<file path="config.mk">
export PLATFORM = sky130hd
export DESIGN_NAME = path_delay_meter
export DESIGN_NICKNAME = d
export VERILOG_FILES = /design/src/rtl/path_delay_meter.sv
export SDC_FILE = /design/constraint.sdc
export NUM_CORES = 1
export LEC_CHECK = 0
export CAP_MARGIN = 10
export CORE_ASPECT_RATIO = 1.2
export CORE_MARGIN = 4
export CORE_UTILIZATION = 45
export DETAILED_ROUTE_END_ITERATION = 8
export GPL_TIMING_DRIVEN = 0
export PLACE_DENSITY = 0.68
export SLEW_MARGIN = 5
export SYNTH_ARGS = -nofsm -noshare
export SYNTH_HDL_FRONTEND = slang
export SYNTH_SLANG_ARGS = --single-unit
export TNS_END_PERCENT = 10
</file>
<file path="constraint.sdc">
create_clock -name clk -period 7 [get_ports clk]
set_input_delay 1.75 -clock clk [delete_from_list [all_inputs] [get_ports clk]]
set_output_delay 1.75 -clock clk [all_outputs]
set_load 0.02 [all_outputs]
</file>
<file path="src/rtl/path_delay_meter.sv">
// path_delay_meter: toggles a delay chain's input once per trial and times the synchronized return (optional glitch counter: DELAY_METER_GLITCH_EN).
// Latency: zero-delay loopback measures 2 cycles (synchronizer depth); done pulses the cycle after the DONE state.
// Backpressure: none; start is accepted only in IDLE and ignored while busy.
module path_delay_meter #(
    parameter int CNT_W      = 16,
    parameter int TRIAL_W    = 8,
    parameter int INVERTING  = 0,
    parameter int SETTLE_CYC = 8,
    parameter int TIMEOUT    = 1023
) (
    input  logic                     clk,
    input  logic                     rst,
    input  logic                     start,
    input  logic [TRIAL_W-1:0]       numTrials,
    output logic                     pathInput,
    input  logic                     pathResult,
    output logic                     busy,
    output logic                     done,
    output logic                     timeoutErr,
`ifdef DELAY_METER_GLITCH_EN
    output logic [15:0]              glitchCount,
`endif
    output logic [TRIAL_W-1:0]       trialsDone,
    output logic [CNT_W-1:0]         lastCount,
    output logic [CNT_W-1:0]         minCount,
    output logic [CNT_W-1:0]         maxCount,
    output logic [CNT_W+TRIAL_W-1:0] sumCount
);

    localparam int SUM_W = CNT_W + TRIAL_W;
    localparam int SET_W = (SETTLE_CYC > 1) ? $clog2(SETTLE_CYC) : 1;
    localparam logic [SET_W-1:0] SET_LAST = SET_W'(SETTLE_CYC - 1);
    localparam logic [CNT_W-1:0] TO_CNT   = CNT_W'(TIMEOUT);
    localparam logic             INV_L    = (INVERTING != 0);

    typedef enum logic [2:0] {
        S_IDLE,
        S_SETTLE,
        S_LAUNCH,
        S_WAIT,
        S_DONE
    } state_t;

    state_t             state_q, state_d;
    logic               s1_q, s2_q;
    logic               pin_q, pin_d;
    logic               busy_q, busy_d;
    logic               done_q, done_d;
    logic               terr_q, terr_d;
    logic [TRIAL_W-1:0] ntr_q, ntr_d;
    logic [TRIAL_W-1:0] trials_q, trials_d;
    logic [CNT_W-1:0]   count_q, count_d;
    logic [SET_W-1:0]   settle_q, settle_d;
    logic [CNT_W-1:0]   last_q, last_d;
    logic [CNT_W-1:0]   min_q, min_d;
    logic [CNT_W-1:0]   max_q, max_d;
    logic [SUM_W-1:0]   sum_q, sum_d;

    logic               match;
    logic [CNT_W-1:0]   count_inc;
    logic [TRIAL_W-1:0] trials_inc;

`ifdef DELAY_METER_GLITCH_EN
    logic               s3_q;
    logic               seen_q, seen_d;
    logic [15:0]        glitch_q, glitch_d;
    logic               s2_edge;
    logic [15:0]        glitch_inc;

    assign s2_edge    = s2_q ^ s3_q;
    assign glitch_inc = (glitch_q == 16'hFFFF) ? glitch_q : glitch_q + 16'd1;
`endif

    assign match      = (s2_q == (pin_q ^ INV_L));
    assign count_inc  = count_q + CNT_W'(1);
    assign trials_inc = trials_q + TRIAL_W'(1);

    always_comb begin
        state_d  = state_q;
        pin_d    = pin_q;
        busy_d   = busy_q;
        done_d   = 1'b0;
        terr_d   = terr_q;
        ntr_d    = ntr_q;
        trials_d = trials_q;
        count_d  = count_q;
        settle_d = settle_q;
        last_d   = last_q;
        min_d    = min_q;
        max_d    = max_q;
        sum_d    = sum_q;
`ifdef DELAY_METER_GLITCH_EN
        seen_d   = seen_q;
        glitch_d = glitch_q;
`endif
        case (state_q)
            S_IDLE: begin
                if (start) begin
                    ntr_d    = numTrials;
                    terr_d   = 1'b0;
                    trials_d = '0;
                    last_d   = '0;
                    min_d    = '1;
                    max_d    = '0;
                    sum_d    = '0;
                    busy_d   = 1'b1;
                    settle_d = '0;
`ifdef DELAY_METER_GLITCH_EN
                    glitch_d = '0;
`endif
                    state_d  = (numTrials == '0) ? S_DONE : S_SETTLE;
                end
            end
            S_SETTLE: begin
`ifdef DELAY_METER_GLITCH_EN
                // The path should be quiet here; any movement is a glitch.
                if (s2_edge) glitch_d = glitch_inc;
`endif
                if (settle_q == SET_LAST) begin
                    state_d = S_LAUNCH;
                end else begin
                    settle_d = settle_q + SET_W'(1);
                end
            end
            S_LAUNCH: begin
                pin_d   = ~pin_q;
                count_d = '0;
`ifdef DELAY_METER_GLITCH_EN
                seen_d  = 1'b0;
`endif
                state_d = S_WAIT;
            end
            S_WAIT: begin
`ifdef DELAY_METER_GLITCH_EN
                if (s2_edge) begin
                    if (seen_q) glitch_d = glitch_inc;
                    else        seen_d   = 1'b1;
                end
`endif
                if (match) begin
                    last_d   = count_q;
                    if (count_q < min_q) min_d = count_q;
                    if (count_q > max_q) max_d = count_q;
                    sum_d    = sum_q + {{TRIAL_W{1'b0}}, count_q};
                    trials_d = trials_inc;
                    settle_d = '0;
                    state_d  = (trials_inc == ntr_q) ? S_DONE : S_SETTLE;
                end else if (count_inc == TO_CNT) begin
                    // Aborted trial leaves the statistics untouched.
                    terr_d  = 1'b1;
                    state_d = S_DONE;
                end else begin
                    count_d = count_inc;
                end
            end
            S_DONE: begin
                done_d  = 1'b1;
                busy_d  = 1'b0;
                state_d = S_IDLE;
            end
            default: state_d = S_IDLE;
        endcase
    end

    always_ff @(posedge clk) begin
        if (rst) begin
            state_q  <= S_IDLE;
            s1_q     <= 1'b0;
            s2_q     <= 1'b0;
            pin_q    <= 1'b0;
            busy_q   <= 1'b0;
            done_q   <= 1'b0;
            terr_q   <= 1'b0;
            ntr_q    <= '0;
            trials_q <= '0;
            count_q  <= '0;
            settle_q <= '0;
            last_q   <= '0;
            min_q    <= '1;
            max_q    <= '0;
            sum_q    <= '0;
`ifdef DELAY_METER_GLITCH_EN
            s3_q     <= 1'b0;
            seen_q   <= 1'b0;
            glitch_q <= '0;
`endif
        end else begin
            state_q  <= state_d;
            s1_q     <= pathResult;
            s2_q     <= s1_q;
            pin_q    <= pin_d;
            busy_q   <= busy_d;
            done_q   <= done_d;
            terr_q   <= terr_d;
            ntr_q    <= ntr_d;
            trials_q <= trials_d;
            count_q  <= count_d;
            settle_q <= settle_d;
            last_q   <= last_d;
            min_q    <= min_d;
            max_q    <= max_d;
            sum_q    <= sum_d;
`ifdef DELAY_METER_GLITCH_EN
            s3_q     <= s2_q;
            seen_q   <= seen_d;
            glitch_q <= glitch_d;
`endif
        end
    end

    assign pathInput  = pin_q;
    assign busy       = busy_q;
    assign done       = done_q;
    assign timeoutErr = terr_q;
    assign trialsDone = trials_q;
    assign lastCount  = last_q;
    assign minCount   = min_q;
    assign maxCount   = max_q;
    assign sumCount   = sum_q;
`ifdef DELAY_METER_GLITCH_EN
    assign glitchCount = glitch_q;
`endif

endmodule

</file>
Word level (Yosys, flattened, before mapping)

Cells that the tools add are included.

Register bits: 116
Latch bits: 0
Memory bits (writable): 0
Bits in read-only memories: 0
Input port bits: 12
Word-level logic and storage cells: 92
Memories kept: 0

$add $sub $neg: 4
Multiply operators: 0
Div/mod/pow operators: 0
$lt $le $gt $ge: 2
Equal/unequal tests: 18
Shift-type cells: 0
Multiplexer cells: 37
Bitwise logic cells: 1
Reduce and logical (&&, ||, !) cells: 15

Operators with widths:

| kind                                                              | count |
|---|---|
| 16-bit 2-to-1 mux                                                 | 9 |
| 16-bit one-hot mux with 2 select lines                            | 4 |
| 24-bit 2-to-1 mux                                                 | 2 |
| 24-bit one-hot mux with 2 select lines                            | 1 |
| 3-bit 2-to-1 mux                                                  | 9 |
| 24-bit by 16-bit adder with 24-bit output                         | 1 |
| 2-bit != test, second input constant                              | 9 |
| 16-bit by 1-bit adder with 16-bit output, second input constant   | 1 |
| 16-bit by 10-bit == test with 1-bit output, second input constant | 1 |
| 16-bit > comparator                                               | 1 |
| 16-bit < comparator                                               | 1 |
| 8-bit 2-to-1 mux                                                  | 2 |
| 8-bit one-hot mux with 2 select lines                             | 1 |
| 4-bit AND reduction                                               | 4 |
| 3-bit one-hot mux with 4 select lines                             | 1 |
| 3-bit one-hot mux with 3 select lines                             | 1 |
| 3-bit AND reduction                                               | 3 |
| 8-bit by 1-bit adder with 8-bit output, second input constant     | 1 |
| 8-bit == test                                                     | 1 |
| 8-bit zero test                                                   | 1 |
| 3-bit by 2-bit == test with 1-bit output, second input constant   | 2 |
| 3-bit == test, second input constant                              | 2 |
| 2-bit nonzero test                                                | 3 |
| 1-bit 2-to-1 mux                                                  | 5 |
| 9 further kinds                                                   | 11 |

Longest topological paths before layout

Gate-level depths: netlist of the first run.

Depth in word-level cells: 5
Mapped depth: 11
Mapped depth without buffers: 9

Worst setup path after synthesis of the first run

OpenSTA, ideal clock, no wires.

Path kind: input -> register
Start: input start
End: register sum_q[21], in the netlist sumCount[21]
Arrival time: 3.193 ns
Data required time: 6.930 ns
Path slack: 3.737 ns
Stages: 7
Path buffers: 0
Path through: nor4b_4 a21o_2 and3_1 and3_1 nand2_1 or4_1 a21oi_1

Longest elaborated chain between the ends: 2

Ends and longest elaborated chain:

| element                       | line | text |
|---|---|---|
| from (decl)                   | 13   | `input logic start,` |
| 2-bit != test (no line)       | -    |  |
| 3-bit AND reduction (no line) | -    |  |
| to (signal assigned)          | 202  | `sum_q <= sum_d;` |
| to (decl)                     | 57   | `logic [SUM_W-1:0] sum_q, sum_d;` |

No other way between the ends.
A chain may end at the register's enable or synchronous reset.

Worst setup path in the final report of the first run

Ends and elaborated chain as after synthesis.

==> metrics.md, run 1 <==
| Metric | Value |
|---|---|
| Pwr dens | `188 nW/um^2` |
| Setup CP Type | `input pin to flip-flop` |
| Setup bufs post-CTS | `0` |
| Worst Path Arrival | `4.11 ns` |
| GR Overflow Total | `0` |
| Area of the mapped netlist | `7100 um^2` |
| DRT Wirelength | `23000 um` |
| Max-capacitance violation count | `0` |
| Switch Pwr | `around 390 uW` |
| Synth warn | `0` |
| Dpl ws | `2.86 ns` |
| Iter 0 DRT Violations | `between 600 and 700` |
| First-pass GRT wire length | `36500 um` |
| Req. time, crit path | `~7.4 ns` |
| Final HPWL DP | `roughly 17000 um` |
| Buf/Inv on CP | `1` |
| Flop pwr share | `0.401` |
| DRC Markers | `0` |
| IO Port Bufs | `95` |
| Sink Count | `116` |
| Synthesis-stage register bit count | `116` |
| Starting Density | `0.458` |
| Largest net degree at the start of global routing | `17` |
| Vias in the first global route | `6843` |
| CP peak stage delay | `0.57 ns` |
| Post-synth ARST share | `0` |
| Status | `finished clean` |
| Worst path cell trace | `clkdlybuf4s50_1, nor4b_4, a21o_2, and3_1, and3_1, nand2_1, or4_1, a21oi_1` |
| CP dominant cell by count | `and3_1` |
| Tcrit/Tclk final | `0.537` |
| Final worst-path setup slack | `3.24 ns` |
| Commonest non-fill, non-tap cells in the layout | `116 x dfxtp_1, 95 x clkdlybuf4s50_1, 89 x nand2_1, 89 x a21oi_1, 87 x nand3_1` |
| CTS tree | `done` |
| Vias per std cell | `5.87` |
| Period minus WS final | `3.76 ns` |
| Clk_lat worst skew | `between 0.4 and 0.5 ns` |
| Synth Area per Inst | `7.92 um^2` |
| Commonest non-fill, non-tap cell in the layout | `dfxtp_1` |
| Worst setup SP type | `input pin` |
| Final Wtd Congestion | `0.941` |
| Syn nets | `961` |
| RSZ-0062 raised after global routing | `false` |
| CP Max Fanout | `7` |
| Hold Violations, Final | `0` |
| # H-tree levels | `4` |
| Number of placed I/O pins | `96` |
| Fmax | `266 MHz` |
| Die Area | `17900 um^2` |
| Root Buffer Master | `clkbuf_16` |
| Crit end category | `flip-flop` |
| Sequential area share after synthesis | `0.327` |
| WL/cell | `about 19 um` |
| GRT Util Overall | `0.260` |
| CP delay by family, top | `simple AND/OR/NAND/NOR gates` |
| Die width | `123 um` |
| Yosys cell types | `66` |
| Fin. max-slew vios | `0` |
| Reg clk slew, reported paths | `0.05 ns` |
| Setup TNS | `0 ns` |
| Total vias in the final route | `7225` |
| Worst-Margin Slew | `0.944 ns` |
| Worst min path class | `flip-flop to flip-flop` |
| Antenna-violating nets left | `0` |
| CTS Hold Bufs | `0` |
| Final layout net count | `1075` |
| Leak Pwr | `about 0.0035 uW` |
| Post-synth EDFFs | `0` |
| Synth Flop Type | `dfxtp_1` |
| Die Ht | `146 um` |
| Layout area overhead | `25.7%` |
| Worst VDD drop | `0.155 mV` |
| Slowest stage cell, crit path | `clkdlybuf4s50_1` |
| Inserted Diodes | `0` |
| Syn Inst Count | `896` |
| Clk pwr share | `0.548` |
| Final setup viols | `0` |
| Share of power burned in combinational logic | `0.051` |
| Rows | `50` |
| Share of layout cells above drive strength 1 | `0.0577` |
| Switching Share | `0.232` |
| Initial antenna violation count | `0` |
| Max_slew headroom | `0.367` |
| CTS Buf Count | `17` |
| Core Area | `15500 um^2` |
| Pint | `1290 uW` |
| Fillers | `1491` |
| DRT Pass-1 Iters | `5` |
| Clock tree buffer depth | `2` |
| Fin Clk Skew | `0.00824 ns` |
| CTS resizes | `0` |
-- per-stage QoR --
| stage | std cells | hold slack [ns] | area [um^2] | util | power, uW |
|---|---|---|---|---|---|
| global placement | 1199 | 0.419 | 8310 | 0.536 | 769 |
| floorplan | 896 | 0.414 | 7100 | - | 736 |
| CTS | 1230 | 0.449 | 8920 | 0.575 | 1680 |
| global route | 1230 | 0.459 | 8920 | 0.575 | 1720 |
| finish | 1230 | 0.451 | 8920 | 0.575 | 1670 |
| detailed placement | 1199 | 0.436 | 8310 | 0.536 | 770 |
-- synthesized netlist by cell type, types with 4 or more instances --
master | n | share of area
a211oi_1 | 23 | 0.024
a21o_1 | 11 | 0.012
a21oi_1 | 89 | 0.063
a22oi_1 | 14 | 0.015
a31oi_1 | 7 | 0.0062
a41oi_1 | 4 | 0.0049
and2_1 | 10 | 0.0088
and3_1 | 11 | 0.0097
buf_2 | 13 | 0.0092
clkbuf_1 | 46 | 0.024
dfxtp_1 | 116 | 0.33
ha_1 | 52 | 0.092
inv_1 | 43 | 0.023
mux2i_1 | 11 | 0.016
nand2_1 | 89 | 0.047
nand2b_1 | 6 | 0.0053
nand3_1 | 87 | 0.061
nand3b_1 | 8 | 0.0085
nand4_1 | 9 | 0.0079
nor2_1 | 37 | 0.020
nor2b_1 | 7 | 0.0062
nor3_1 | 29 | 0.020
nor4_1 | 7 | 0.0062
o211ai_1 | 18 | 0.019
o21a_1 | 6 | 0.0063
o21ai_0 | 26 | 0.018
o21ai_1 | 4 | 0.0028
o21bai_1 | 13 | 0.014
o31ai_1 | 8 | 0.0085
or3_1 | 12 | 0.011
xnor2_1 | 14 | 0.017
xor2_1 | 11 | 0.014
-- routing by layer --
layer  routed length [um]  vias to the layer above  share of wire  track usage
met2                11400                      233           0.50        0.446
met5                    0                        -              0            0
met4                  805                        0          0.035        0.111
li1                     -                     3502              -            -
met3                 1180                       54          0.051       0.0420
met1                 9540                     3436           0.42        0.320
-- path summary, 6_finish.rpt --
| check | startpoint | end | slack [ns] | depth (start not counted) |
|---|---|---|---|---|
| min reg2reg | s1_q | s2_q | 0.45 | 1 |
| max reg2reg | count_q[6] | maxCount[14] | 4.04 | 7 |
| max | start | sumCount[21] | 3.24 | 8 |
| min | s1_q | s2_q | 0.45 | 1 |
-- worst register-to-register path, stage by stage (launching register included) --
cell	delay (ns)
dfxtp_1	0.68
ha_1	0.37
and3_1	0.17
a211oi_1	0.31
a2bb2oi_1	0.64
clkbuf_1	0.44
nand3_1	0.13
a21oi_1	0.15
-- final cells by class --
| cell class | instances | area [um^2] | area share |
|---|---|---|---|
| Buffer | 65 | 279 | 0.0313 |
| Clock buffer | 18 | 429 | 0.0481 |
| Clock inverter | 13 | 184 | 0.0206 |
| Inverter | 43 | 161 | 0.0181 |
| Multi-Input combinational cell | 672 | 4340 | 0.486 |
| Sequential cell | 116 | 2320 | 0.260 |
| Tap cell | 208 | 260 | 0.0292 |
| Timing Repair Buffer | 95 | 951 | 0.107 |
-- registers in the layout, indices dropped and copies added (netlist names) --
signal / count
sumCount: 24
s1_q: 1
ntr_q: 8
done: 1
state_q: 3
maxCount: 16
minCount: 16
count_q: 16
s2_q: 1
lastCount: 16
busy: 1
timeoutErr: 1
settle_q: 3
pathInput: 1
trialsDone: 8
-- power groups by stage --
stage / sequential, uW / clock (uW) / combinational [uW]
after floorplan: 685 / 0 / 51.3
after global placement: 685 / 0 / 83.3
after detailed placement: 686 / 0 / 84.1
after CTS: 671 / 920 / 84.5
after global routing: 672 / 953 / 93.2
final: 671 / 916 / 85.6
-- cells by family (layout without fill, tap and decap cells) --
family,Yosys count,count (layout),synth area share
AO/OA/AOI/OAI,249,249,0.229
XOR/XNOR,25,25,0.0308
adder cells (fa/ha/maj),53,53,0.0945
buffers and inverters,108,234,0.0620
flip-flops,116,116,0.327
multiplexers,11,11,0.0155
AND/OR/NAND/NOR,334,334,0.241
(Power assumes the default switching activity.)
==> run 2, diff against run 1 <==
--- a/config.mk
+++ b/config.mk
@@ -11,7 +11,7 @@
 export CORE_UTILIZATION = 45
 export DETAILED_ROUTE_END_ITERATION = 8
 export GPL_TIMING_DRIVEN = 0
-export PLACE_DENSITY = 0.68
+export PLACE_DENSITY = 0.71
 export SLEW_MARGIN = 5
 export SYNTH_ARGS = -nofsm -noshare
 export SYNTH_HDL_FRONTEND = slang
==> constraint.sdc (replaced) <==
create_clock -name clk -period 3.1 [get_ports clk]
set_input_delay 0.775 -clock clk [delete_from_list [all_inputs] [get_ports clk]]
set_output_delay 0.775 -clock clk [all_outputs]
set_load 0.02 [all_outputs]
==> run 2 against run 1 <==
Net effect: sequential share of layout area up 0.066 points; combinational power increased by 120%; clock power is 110% higher; via count fell by 0.22%; final area is 0.25% lower; critical path depth increased by 2; global-route usage shrank 0.65 points; register-to-register slack worse by 3.9 ns; clock skew is 0.0015 ns higher; routed wire length fell by 2.8%.
==> metrics.md, run 2 (synthesis gave the netlist of run 1 again) <==
| Metric | Value |
|---|---|
| Total vias in the final route | `7209 (-0.22%)` |
| IO Port Bufs | `95 (unchanged)` |
| Antenna-violating nets left | `0 (unchanged)` |
| Core Area | `15500 um^2 (unchanged)` |
| GR Overflow Total | `0 (unchanged)` |
| Leak Pwr | `0.00344 uW (-1.0%)` |
| Max-capacitance violation count | `0 (unchanged)` |
| Hold_ws | `0.454 ns (+0.00289 ns)` |
| Max_slew headroom | `0.460 (+0.0933)` |
| Die width | `123 um (unchanged)` |
| Final HPWL DP | `16700 um (-1.7%)` |
| Cell area after placement | `8310 um^2 (unchanged)` |
| Hold Violations, Final | `0 (unchanged)` |
| Worst-Margin Slew | `0.804 ns (-0.140 ns)` |
| Worst min path class | `flip-flop to flip-flop` |
| Worst setup SP type | `flip-flop` |
| Share of layout cells above drive strength 1 | `0.0626 (+0.00483)` |
| Vias per std cell | `5.86 (-0.30%)` |
| Die Area | `17900 um^2 (unchanged)` |
| GRT Util Overall | `0.254 (-0.00645)` |
| Inserted Diodes | `0 (unchanged)` |
| Setup CP Type | `flip-flop to flip-flop` |
| Pint | `2690 uW (+110%)` |
| Sink Count | `116 (unchanged)` |
| CTS tree | `done` |
| Final layout net count | `1075 (unchanged)` |
| DRT Wirelength | `22300 um (-2.8%)` |
| Final setup viols | `0 (unchanged)` |
| Final Cell Area | `8900 um^2 (-0.25%)` |
| # H-tree levels | `4 (unchanged)` |
| Die Ht | `146 um (unchanged)` |
| WL/cell | `18.1 um (-2.9%)` |
| Starting Density | `0.458 (unchanged)` |
| Fillers | `1447 (-3.0%)` |
| Final worst-path setup slack | `0.142 ns (-3.10 ns)` |
| Rows | `50 (unchanged)` |
| Pwr dens | `408 nW/um^2 (+120%)` |
| Initial antenna violation count | `0 (unchanged)` |
| Dpl ws | `-0.0473 ns (-2.90 ns)` |
| CP Max Fanout | `10 (+3)` |
| Switch Pwr | `943 uW (+140%)` |
| Commonest non-fill, non-tap cell in the layout | `dfxtp_1` |
| Clk_lat worst skew | `0.43 ns (about the same)` |
| Clock tree buffer depth | `2 (unchanged)` |
| Status | `finished clean` |
| Switching Share | `0.260 (+0.0282)` |
| Share of power burned in combinational logic | `0.052 (about the same)` |
| Flop pwr share | `0.418 (+0.017)` |
| Vias in the first global route | `6860 (+0.25%)` |
| Root Buffer Master | `clkbuf_16` |
| Commonest non-fill, non-tap cells in the layout | `116 x dfxtp_1, 95 x clkdlybuf4s50_1, 89 x nand2_1, 89 x a21oi_1, 87 x nand3_1` |
| Layout area overhead | `25.4%` |
| Fin. max-slew vios | `0 (unchanged)` |
| Number of placed I/O pins | `96 (unchanged)` |
| Period minus WS final | `2.96 ns` |
| Max reg flops | `24 (unchanged)` |
| Reg clk slew, reported paths | `0.06 ns (about the same)` |
| Worst VDD drop | `0.334 mV (+120%)` |
| DRT Pass-1 Iters | `8 (+3)` |
| Worst Path Arrival | `3.25 ns (-0.86 ns)` |
| CP peak stage delay | `0.55 ns (-0.02 ns)` |
| CTS Hold Bufs | `0 (unchanged)` |
| First-pass GRT wire length | `35700 um (-2.4%)` |
| Worst path cell trace | `ha_1, and4_4, buf_6, and3_4, nand4_1, a2111oi_4, a211oi_1, buf_2, a22oi_1, mux2i_1` |
| DRC Markers | `0 (unchanged)` |
| Tcrit/Tclk final | `0.954` |
| Largest net degree at the start of global routing | `17 (unchanged)` |
| Fin Clk Skew | `0.00978 ns (+0.00154 ns)` |
| Iter 0 DRT Violations | `755 (+19%)` |
| CTS resizes | `0 (unchanged)` |
| Slowest stage cell, crit path | `dfxtp_1` |
| Req. time, crit path | `3.39 ns (-3.96 ns)` |
| Crit end category | `flip-flop` |
| Fmax | `338 MHz` |
| RSZ-0062 raised after global routing | `false` |
| Clk pwr share | `0.530 (-0.018)` |
| Setup bufs post-CTS | `0 (unchanged)` |
| CTS Buf Count | `17 (unchanged)` |
| Final Wtd Congestion | `0.935 (-0.68%)` |
==> run 2: through the flow <==
| stage | util | total power (uW) | TNS (ns) | cells |
|---|---|---|---|---|
| detailed placement | 0.536 | 1730 | -0.0626 | 1199 |
| floorplan | - | 1660 | 0 | 896 |
| CTS | 0.573 | 3650 | 0 | 1231 |
| finish | 0.574 | 3630 | 0 | 1231 |
| global placement | 0.536 | 1730 | -0.0327 | 1199 |
| global route | 0.574 | 3740 | 0 | 1231 |
==> run 2: worst max-delay path: cells and delay by family, from the launching register on <==
family / cells / cell delay, ns
buffers and inverters: 2 / 0.36
flip-flops: 1 / 0.55
adder cells (fa/ha/maj): 1 / 0.38
AO/OA/AOI/OAI: 3 / 0.82
AND/OR/NAND/NOR: 3 / 0.58
multiplexers: 1 / 0.12
==> run 2: final cells by class <==
| class | instances | area (um^2) | area share |
|---|---|---|---|
| buffer | 65 | 279 | 0.0314 |
| clock buffer | 17 | 425 | 0.0478 |
| clock inverter | 15 | 148 | 0.0166 |
| inverter | 43 | 161 | 0.0181 |
| multi-input combinational | 672 | 4350 | 0.489 |
| sequential | 116 | 2320 | 0.261 |
| tap | 208 | 260 | 0.0292 |
| timing repair buffer | 95 | 951 | 0.107 |
==> run 2: power groups by stage <==
stage                     Sequential, uW  Combinational, uW  Clock [uW]
after floorplan                     1550                116           0
after global placement              1550                185           0
after detailed placement            1550                186           0
after CTS                           1520                187        1950
after global routing                1520                205        2020
final                               1520                189        1920
==> run 2: final timing paths <==
path / cells after the start / to / slack (ns) / startpoint
worst min register to register: 1 / s2_q / 0.45 / s1_q
worst max-delay path: 10 / count_q[4] / 0.14 / count_q[1]
worst min-delay path: 1 / s2_q / 0.45 / s1_q
worst max register to register: 10 / count_q[4] / 0.14 / count_q[1]
==> run 2: routing by layer <==
metal,wire [um],GRT usage,up-vias
met3,1330,0.0494,66
met2,11000,0.427,260
li1,-,-,3505
met1,9190,0.313,3378
met4,803,0.111,0
met5,0,0,-
